--- src/rtl/lcd_bus_responder_pkg.sv ---
// Shared types and constants for the HD44780-compatible LCD bus responder.
// Address-counter stepping lives here so every file walks the 2x16 layout identically.
package lcd_pkg;

    typedef enum logic [1:0] {
        ST_IDLE  = 2'd0,
        ST_CLEAR = 2'd1,
        ST_BUSY  = 2'd2
    } lcd_state_e;

    localparam logic [7:0] OP_CLR   = 8'h01;
    localparam logic [7:0] OP_HOME  = 8'h02;
    localparam logic [7:0] OP_ENTRY = 8'h04;
    localparam logic [7:0] OP_DISP  = 8'h08;
    localparam logic [7:0] OP_SHIFT = 8'h10;
    localparam logic [7:0] OP_FUNC  = 8'h20;
    localparam logic [7:0] OP_CGRAM = 8'h40;
    localparam logic [7:0] OP_DDRAM = 8'h80;

    localparam logic [7:0] SPACE_CHAR = 8'h20;
    localparam logic [6:0] LINE1_BASE = 7'h40;

    // Column step within a line; the last column wraps onto the start of the other line.
    function automatic logic [6:0] ac_step(input logic [6:0] a, input logic up);
        logic [6:0] r;
        r = a;
        if (up) begin
            if (a[3:0] == 4'hF) r = a[6] ? 7'h00 : LINE1_BASE;
            else                r = a + 7'd1;
        end else begin
            if (a[3:0] == 4'h0) r = a[6] ? 7'h0F : (LINE1_BASE | 7'h0F);
            else                r = a - 7'd1;
        end
        return r;
    endfunction

endpackage

--- src/rtl/lcd_bus_responder_if.sv ---
// LCD bus between the executor (master) and the responder (slave).
interface lcd_bus_responder_if;
    logic       lcd_rs;
    logic       lcd_rw;
    logic       lcd_en;
    logic [7:0] lcd_data_in;
    logic [7:0] lcd_data_out;
    logic       lcd_data_oe;

    modport master (output lcd_rs, lcd_rw, lcd_en, lcd_data_in,
                    input  lcd_data_out, lcd_data_oe);
    modport slave  (input  lcd_rs, lcd_rw, lcd_en, lcd_data_in,
                    output lcd_data_out, lcd_data_oe);
endinterface

--- src/rtl/lcd_bus_responder_en_sync.sv ---
// Brings the asynchronous LCD strobe into the clk domain and flags its falling edge.
// RS/RW/data pass through matching 2-flop copies so they line up with the edge pulse.
module lcd_en_sync (
    input  logic       clk,
    input  logic       rst,
    input  logic       en,
    input  logic       rs,
    input  logic       rw,
    input  logic [7:0] data,
    output logic       en_lvl,
    output logic       en_fall,
    output logic       rs_sync,
    output logic       rw_sync,
    output logic [7:0] data_sync
);
    logic       en_s1_r, en_s2_r, en_s3_r;
    logic       rs_s1_r, rs_s2_r, rw_s1_r, rw_s2_r;
    logic [7:0] data_s1_r, data_s2_r;

    // Two-stage synchroniser plus one history flop for edge detection
    always_ff @(posedge clk) begin
        if (!rst) begin
            en_s1_r   <= 1'b0;
            en_s2_r   <= 1'b0;
            en_s3_r   <= 1'b0;
            rs_s1_r   <= 1'b0;
            rs_s2_r   <= 1'b0;
            rw_s1_r   <= 1'b0;
            rw_s2_r   <= 1'b0;
            data_s1_r <= 8'h00;
            data_s2_r <= 8'h00;
        end else begin
            en_s1_r   <= en;
            en_s2_r   <= en_s1_r;
            en_s3_r   <= en_s2_r;
            rs_s1_r   <= rs;
            rs_s2_r   <= rs_s1_r;
            rw_s1_r   <= rw;
            rw_s2_r   <= rw_s1_r;
            data_s1_r <= data;
            data_s2_r <= data_s1_r;
        end
    end

    assign en_lvl    = en_s2_r;
    assign en_fall   = en_s3_r & ~en_s2_r;
    assign rs_sync   = rs_s2_r;
    assign rw_sync   = rw_s2_r;
    assign data_sync = data_s2_r;
endmodule

--- src/rtl/lcd_bus_responder.sv ---
// HD44780-compatible responder: decodes bus cycles, holds a 2x16 DDRAM, the address
// counter and display flags, models the busy flag and answers status/data reads.
module lcd_bus_responder
    import lcd_pkg::*;
#(
    parameter int BUSY_CYCLES  = 37,
    parameter int CLEAR_CYCLES = 64,
    parameter int HOME_CYCLES  = 64
) (
    input  logic                 clk,
    input  logic                 rst,
    lcd_bus_responder_if.slave   bus,
    output logic                 busy,
    output logic [6:0]           ac,
    output logic                 disp_on,
    output logic                 cursor_on,
    output logic                 blink_on,
    output logic                 two_line,
    input  logic [4:0]           rd_idx,
    output logic [7:0]           rd_char,
    output logic                 err_overrun,
    output logic                 err_unsup
);
    localparam logic [15:0] BUSY_LOAD  = 16'(BUSY_CYCLES);
    localparam logic [15:0] HOME_LOAD  = 16'(HOME_CYCLES);
    localparam logic [15:0] CLEAR_TAIL = 16'(CLEAR_CYCLES - 32);

    logic       en_lvl_s, fall_s, rs_s, rw_s;
    logic [7:0] data_s;
    logic [4:0] cur_idx_s;

    lcd_state_e state_r;
    logic [15:0] cnt_r;
    logic [4:0]  clr_idx_r;
    logic [6:0]  ac_r;
    logic        id_r, disp_r, cursor_r, blink_r, two_line_r, busy_r;
    logic        err_overrun_r, err_unsup_r;
    logic [7:0]  ddram_r [0:31];
    logic [7:0]  data_out_r;
    logic        oe_r;

    lcd_en_sync u_sync (
        .clk       (clk),
        .rst       (rst),
        .en        (bus.lcd_en),
        .rs        (bus.lcd_rs),
        .rw        (bus.lcd_rw),
        .data      (bus.lcd_data_in),
        .en_lvl    (en_lvl_s),
        .en_fall   (fall_s),
        .rs_sync   (rs_s),
        .rw_sync   (rw_s),
        .data_sync (data_s)
    );

    assign cur_idx_s = {ac_r[6], ac_r[3:0]};

    // Controller FSM: owns DDRAM, address counter, flags and the busy timer
    always_ff @(posedge clk) begin
        if (!rst) begin
            for (int i = 0; i < 32; i++) ddram_r[i] <= SPACE_CHAR;
            state_r       <= ST_IDLE;
            cnt_r         <= 16'd0;
            clr_idx_r     <= 5'd0;
            ac_r          <= 7'd0;
            id_r          <= 1'b1;
            disp_r        <= 1'b0;
            cursor_r      <= 1'b0;
            blink_r       <= 1'b0;
            two_line_r    <= 1'b0;
            busy_r        <= 1'b0;
            err_overrun_r <= 1'b0;
            err_unsup_r   <= 1'b0;
        end else begin
            // Data reads advance ac even while busy; later assignments below take priority
            if (fall_s && rw_s && rs_s) ac_r <= ac_step(ac_r, id_r);
            if (fall_s && !rw_s && state_r != ST_IDLE) err_overrun_r <= 1'b1;
            case (state_r)
                ST_IDLE: begin
                    if (fall_s && !rw_s && rs_s) begin
                        ddram_r[cur_idx_s] <= data_s;
                        ac_r    <= ac_step(ac_r, id_r);
                        state_r <= ST_BUSY;
                        cnt_r   <= BUSY_LOAD;
                        busy_r  <= 1'b1;
                    end else if (fall_s && !rw_s && data_s != 8'h00) begin
                        state_r <= ST_BUSY;
                        cnt_r   <= BUSY_LOAD;
                        busy_r  <= 1'b1;
                        if ((data_s & OP_DDRAM) != 8'h00) begin
                            ac_r <= {data_s[6], 2'b00, data_s[3:0]};
                        end else if ((data_s & OP_CGRAM) != 8'h00) begin
                            cnt_r <= BUSY_LOAD;
                        end else if ((data_s & OP_FUNC) != 8'h00) begin
                            two_line_r <= data_s[3];
                            if (!data_s[4]) err_unsup_r <= 1'b1;
                        end else if ((data_s & OP_SHIFT) != 8'h00) begin
                            if (data_s[3]) err_unsup_r <= 1'b1;
                            else           ac_r <= ac_step(ac_r, data_s[2]);
                        end else if ((data_s & OP_DISP) != 8'h00) begin
                            disp_r   <= data_s[2];
                            cursor_r <= data_s[1];
                            blink_r  <= data_s[0];
                        end else if ((data_s & OP_ENTRY) != 8'h00) begin
                            id_r <= data_s[1];
                            if (data_s[0]) err_unsup_r <= 1'b1;
                        end else if ((data_s & OP_HOME) != 8'h00) begin
                            ac_r  <= 7'd0;
                            cnt_r <= HOME_LOAD;
                        end else begin
                            state_r   <= ST_CLEAR;
                            clr_idx_r <= 5'd0;
                        end
                    end
                end
                ST_CLEAR: begin
                    ddram_r[clr_idx_r] <= SPACE_CHAR;
                    if (clr_idx_r == 5'd31) begin
                        ac_r <= 7'd0;
                        id_r <= 1'b1;
                        if (CLEAR_TAIL == 16'd0) begin
                            state_r <= ST_IDLE;
                            busy_r  <= 1'b0;
                        end else begin
                            state_r <= ST_BUSY;
                            cnt_r   <= CLEAR_TAIL;
                        end
                    end else begin
                        clr_idx_r <= clr_idx_r + 5'd1;
                    end
                end
                ST_BUSY: begin
                    if (cnt_r <= 16'd1) begin
                        state_r <= ST_IDLE;
                        busy_r  <= 1'b0;
                    end else begin
                        cnt_r <= cnt_r - 16'd1;
                    end
                end
                default: begin
                    state_r <= ST_IDLE;
                    busy_r  <= 1'b0;
                end
            endcase
        end
    end

    // Read-back register: status or DDRAM at ac while a read strobe is held
    always_ff @(posedge clk) begin
        if (!rst) begin
            data_out_r <= 8'h00;
            oe_r       <= 1'b0;
        end else begin
            oe_r <= en_lvl_s & rw_s;
            if (en_lvl_s && rw_s) data_out_r <= rs_s ? ddram_r[cur_idx_s] : {busy_r, ac_r};
            else                  data_out_r <= 8'h00;
        end
    end

    assign bus.lcd_data_out = data_out_r;
    assign bus.lcd_data_oe  = oe_r;
    assign busy        = busy_r;
    assign ac          = ac_r;
    assign disp_on     = disp_r;
    assign cursor_on   = cursor_r;
    assign blink_on    = blink_r;
    assign two_line    = two_line_r;
    assign rd_char     = ddram_r[rd_idx];
    assign err_overrun = err_overrun_r;
    assign err_unsup   = err_unsup_r;
endmodule

--- src/flat_wrapper.sv ---
// flat-port wrapper written by rule: the top's interface ports become plain ports
module lcd_bus_responder_flat import lcd_pkg::*;
#(
    parameter int BUSY_CYCLES  = 37,
    parameter int CLEAR_CYCLES = 64,
    parameter int HOME_CYCLES  = 64
)
  (clk, rst, busy, ac, disp_on, cursor_on, blink_on, two_line, rd_idx, rd_char, err_overrun, err_unsup, bus_lcd_rs, bus_lcd_rw, bus_lcd_en, bus_lcd_data_in, bus_lcd_data_out, bus_lcd_data_oe);
  lcd_bus_responder_if bus_i ();
  input  logic clk;
  input  logic rst;
  output logic busy;
  output logic [6:0] ac;
  output logic disp_on;
  output logic cursor_on;
  output logic blink_on;
  output logic two_line;
  input  logic [4:0] rd_idx;
  output logic [7:0] rd_char;
  output logic err_overrun;
  output logic err_unsup;
  input wire logic [$bits(bus_i.lcd_rs)-1:0] bus_lcd_rs;
  input wire logic [$bits(bus_i.lcd_rw)-1:0] bus_lcd_rw;
  input wire logic [$bits(bus_i.lcd_en)-1:0] bus_lcd_en;
  input wire logic [$bits(bus_i.lcd_data_in)-1:0] bus_lcd_data_in;
  output wire logic [$bits(bus_i.lcd_data_out)-1:0] bus_lcd_data_out;
  output wire logic [$bits(bus_i.lcd_data_oe)-1:0] bus_lcd_data_oe;
  assign bus_i.lcd_rs = bus_lcd_rs;
  assign bus_i.lcd_rw = bus_lcd_rw;
  assign bus_i.lcd_en = bus_lcd_en;
  assign bus_i.lcd_data_in = bus_lcd_data_in;
  assign bus_lcd_data_out = bus_i.lcd_data_out;
  assign bus_lcd_data_oe = bus_i.lcd_data_oe;
  lcd_bus_responder #(.BUSY_CYCLES(BUSY_CYCLES), .CLEAR_CYCLES(CLEAR_CYCLES), .HOME_CYCLES(HOME_CYCLES)) u_core (.clk(clk), .rst(rst), .bus(bus_i), .busy(busy), .ac(ac), .disp_on(disp_on), .cursor_on(cursor_on), .blink_on(blink_on), .two_line(two_line), .rd_idx(rd_idx), .rd_char(rd_char), .err_overrun(err_overrun), .err_unsup(err_unsup));
endmodule
--- config.mk ---
export PLATFORM = sky130hd
export DESIGN_NAME = lcd_bus_responder_flat
export DESIGN_NICKNAME = d
export VERILOG_FILES = /design/src/rtl/lcd_bus_responder_pkg.sv /design/src/rtl/lcd_bus_responder_if.sv /design/src/rtl/lcd_bus_responder_en_sync.sv /design/src/rtl/lcd_bus_responder.sv /design/src/flat_wrapper.sv
export SDC_FILE = /design/constraint.sdc
export NUM_CORES = 1
export LEC_CHECK = 0
export ABC_AREA = 1
export CORE_MARGIN = 4
export CORE_UTILIZATION = 28
export DETAILED_ROUTE_END_ITERATION = 6
export PLACE_DENSITY_LB_ADDON = 0.1
export SETUP_SLACK_MARGIN = 0.1
export SLEW_MARGIN = 25
export SYNTH_ARGS = -nofsm -noshare
export SYNTH_HDL_FRONTEND = slang
export SYNTH_SLANG_ARGS = --single-unit
export TNS_END_PERCENT = 30
--- constraint.sdc ---
create_clock -name clk -period 2.34 [get_ports clk]
set_clock_uncertainty 0.2 [all_clocks]
set_input_delay 0.351 -clock clk [delete_from_list [all_inputs] [get_ports clk]]
set_output_delay 0.351 -clock clk [all_outputs]
set_load 0.05 [all_outputs]
==> results.ini <==
[logic_synthesis]
synthesis.area_per_instance_um2=8.08
number_of_unique_standard_cell_types_used_by_synthesis=53
syn-num-nets=2229
post_synth_inst_count=2202
yosysWarningCount=0
yosys_register_bits=326
syn-cell-area_um2=17800
ys_seq_area_share_pct=51.1

[route]
avgViaCountPerCell=5.13
dr_total_vias=17100
detail_route.iter0.violations=1567
wl_per_cell_um=22.3
antenna_left=0
detail_route.drc_violations=0
total_length_of_routed_wires_mm=74.2
drt_pass1_iterations=5

[final_layout]
antenna_cells_inserted=0
layout-drive-gt1-share_pct=27.3
final_net_count=2478
layout-area-overhead-vs-synth_pct=37.3

[sta]
final_critical_period_ps=2630
timing.max_slew.rel_slack_pct=57.9
totalNegativeSetupSlack_ps=-12860
finalHoldViolCount=0
layout_setup_ws_ps=-287
final-setup-viol-count=244
worst_tran_pin_value_ps=632
slew_violations=0
finalCritPeriodShare_pct=112
achievable-frequency_mhz=381
unrepaired_setup_endpoints_after_global_routing=true
hold_slack_ps=111

[hold_path]
worst_hold_path.num_cells=3
whs_endpoint=u_core.u_sync.data_s1_r[7]
holdCritPathClass=in2reg
holdCritStartpoint=bus_lcd_data_in[7]

[floorplan]
num_io_pins=49
row_count=92
die_area_um2=67600
fp.dieH_um=260
core-area_um2=63000
dieWidth_um=260
initial_standard_cell_utilization_of_the_core_pct=28.2

[run_status]
result_of_the_run=complete, but fails checks
failed_checks=negative setup slack

[placement]
finalWeightedCongestion=0.914
numPortBuffers=48
detailed_place_hpwl_mm=53.6

[clock_tree]
cts_num_sinks=326
clockRootBuffer=clkbuf_16
htreeDepth=2
clock_tree_from_tritoncts=yes
cts.path.max_buffers=3
cts.reportedPaths.clkPinSlew_ps=60
insertion_delay_ps=570
cts.hold.buffers_added=0
cts-buffers-inserted=42

[critical_path]
worst-r2r-cell-count=14
arrival_ps=2080
cp_max_fo=2
critical_path_required_ps=1790
rrSetupSlack_ps=-130
timing_worst_setup_path_type=reg2out
regToRegEndpoint=u_core.ddram_r[16][7]
worst_r2r_startpoint=u_core.state_r[1]
critical_path.endpoint_type=output pin
crit_path_start_kind=flop

[grt]
grt_start_max_net_pins=40
wire_length_of_the_first_global_routing_pass_mm=108
grt_util_all_layers_pct=21.4
antenna_found_initial=0
first_global_vias=16700
grt_remaining_overflow=0

[power]
leakage_uw=0.00910
max-vdd-ir-drop_mv=0.594
power_density_nw_per_um2=782

[run]
drv_cap=0

Yosys cell counts (all sizes together):
cell type / n / area share (%)
a211oi: 4 / 0.20
a21boi: 1 / 0.042
a21oi: 94 / 2.7
a22o: 2 / 0.098
a22oi: 3 / 0.13
a2bb2oi: 5 / 0.25
a31oi: 14 / 0.49
a32o: 2 / 0.11
a32oi: 1 / 0.049
and2: 1 / 0.035
buf: 29 / 0.96
clkbuf: 110 / 2.3
clkinv: 7 / 0.15
dfxtp: 70 / 7.9
edfxtp: 256 / 43
ha: 9 / 0.63
inv: 150 / 3.2
nand2: 322 / 6.9
nand3: 102 / 2.9
nand3b: 4 / 0.17
nand4: 11 / 0.39
nor2: 566 / 13
nor3: 17 / 0.56
nor3b: 1 / 0.042
nor4: 2 / 0.070
o2111ai: 1 / 0.049
o211ai: 8 / 0.34
o21a: 3 / 0.13
o21ai: 294 / 8.4
o221ai: 42 / 2.1
o22ai: 53 / 1.9
o31ai: 4 / 0.17
o32ai: 1 / 0.049
or2: 5 / 0.18
xnor2: 3 / 0.15
xor2: 5 / 0.25
timing repair:
item / in CTS / in global routing
cloned: 2 / 0
endpoints found under the setup margin: 502 / 536
pin swaps: 50 / 47
gates resized for setup: 264 / 137
buffers inserted: 19 / 12
how the worst max path moves through the flow:
stage	to	from	depth (start not counted)	slack (ps)
global route	rd_char[1]	u_core.ddram_r[21][1]	8	-370
CTS	rd_char[3]	u_core.ddram_r[13][3]	9	-300
detailed placement	rd_char[6]	rd_idx[1]	11	-450
finish	rd_char[3]	u_core.ddram_r[29][3]	6	-290
floorplan	u_core.ddram_r[0][0]	u_core.state_r[0]	13	40
global placement	rd_char[6]	rd_idx[1]	11	-450
through the flow:
step / setup slack, ps / instance area [um2] / power (uW) / util, % / std cells
3_5_place_dp: -447 / 21600 / 12000 / 34.4 / 3223
4_1_cts: -302 / 24000 / 19000 / 38.1 / 3318
5_1_grt: -371 / 24400 / 19900 / 38.8 / 3327
6_report: -287 / 24400 / 19100 / 38.8 / 3327
3_3_place_gp: -450 / 21600 / 12000 / 34.4 / 3223
2_1_floorplan: 44.8 / 18000 / 9740 / - / 2202
report_power, final:
group          switching (uW)  total (uW)  internal [uW]
clock                    2590        6570           3980
sequential                242        6790           6550
combinational            3590        5750           2160
worst max-delay path, stage by stage, from the launching register on:
cell,delay [ps]
edfxtp_1,450
o21ai_0,200
o22ai_1,90
buf_4,140
o21ai_1,300
a31oi_4,170
buf_12,180
cells in the final DEF (no fill, tap or decap), types with 35 or more instances in the layout:
| master | n |
|---|---|
| nor2_1 | 460 |
| nand2_1 | 279 |
| edfxtp_1 | 256 |
| o21ai_0 | 234 |
| buf_4 | 189 |
| nand3_1 | 95 |
| inv_1 | 85 |
| a21oi_1 | 81 |
| buf_12 | 67 |
| nor2_2 | 60 |
| dfxtp_1 | 60 |
| inv_2 | 54 |
| o22ai_1 | 50 |
| buf_6 | 48 |
| nor2_4 | 46 |
| clkbuf_16 | 46 |
| o221ai_1 | 35 |
routing by layer:
metal | GRT usage, % | part of all wire [%]
met3 | 2.66 | 5.5
met5 | 0 | 0
met2 | 37.1 | 48
met4 | 5.91 | 3.1
met1 | 28.3 | 43
area by class of cell:
class,count,area [um2]
inverters,157,632
clock buffers,61,1240
repair buffers,344,3750
flip-flops and latches,326,9110
fillers,6427,38500
multi-input cells,1580,8500
clock inverters,13,140
well taps,846,1060
sequential cells by signal, indices dropped and copies added (netlist names), 2 cells and up:
name                     cells
u_core.bus.lcd_data_out      8
u_core.ddram_r             256
u_core.u_sync.data_s1_r      8
u_core.cnt_r                16
u_core.ac                    7
u_core.state_r               2
u_core.clr_idx_r             5
u_core.u_sync.data_sync      8
kinds of logic after synthesis:
kind of cell / count (synthesis) / synth area share, %
AO/OA/AOI/OAI: 532 / 17.2
flip-flops: 326 / 51.1
AND/OR/NAND/NOR: 1031 / 24.0
adder cells (fa/ha/maj): 9 / 0.633
buffers and inverters: 296 / 6.62
XOR/XNOR: 8 / 0.394
Power figures use the tool's default switching activity.
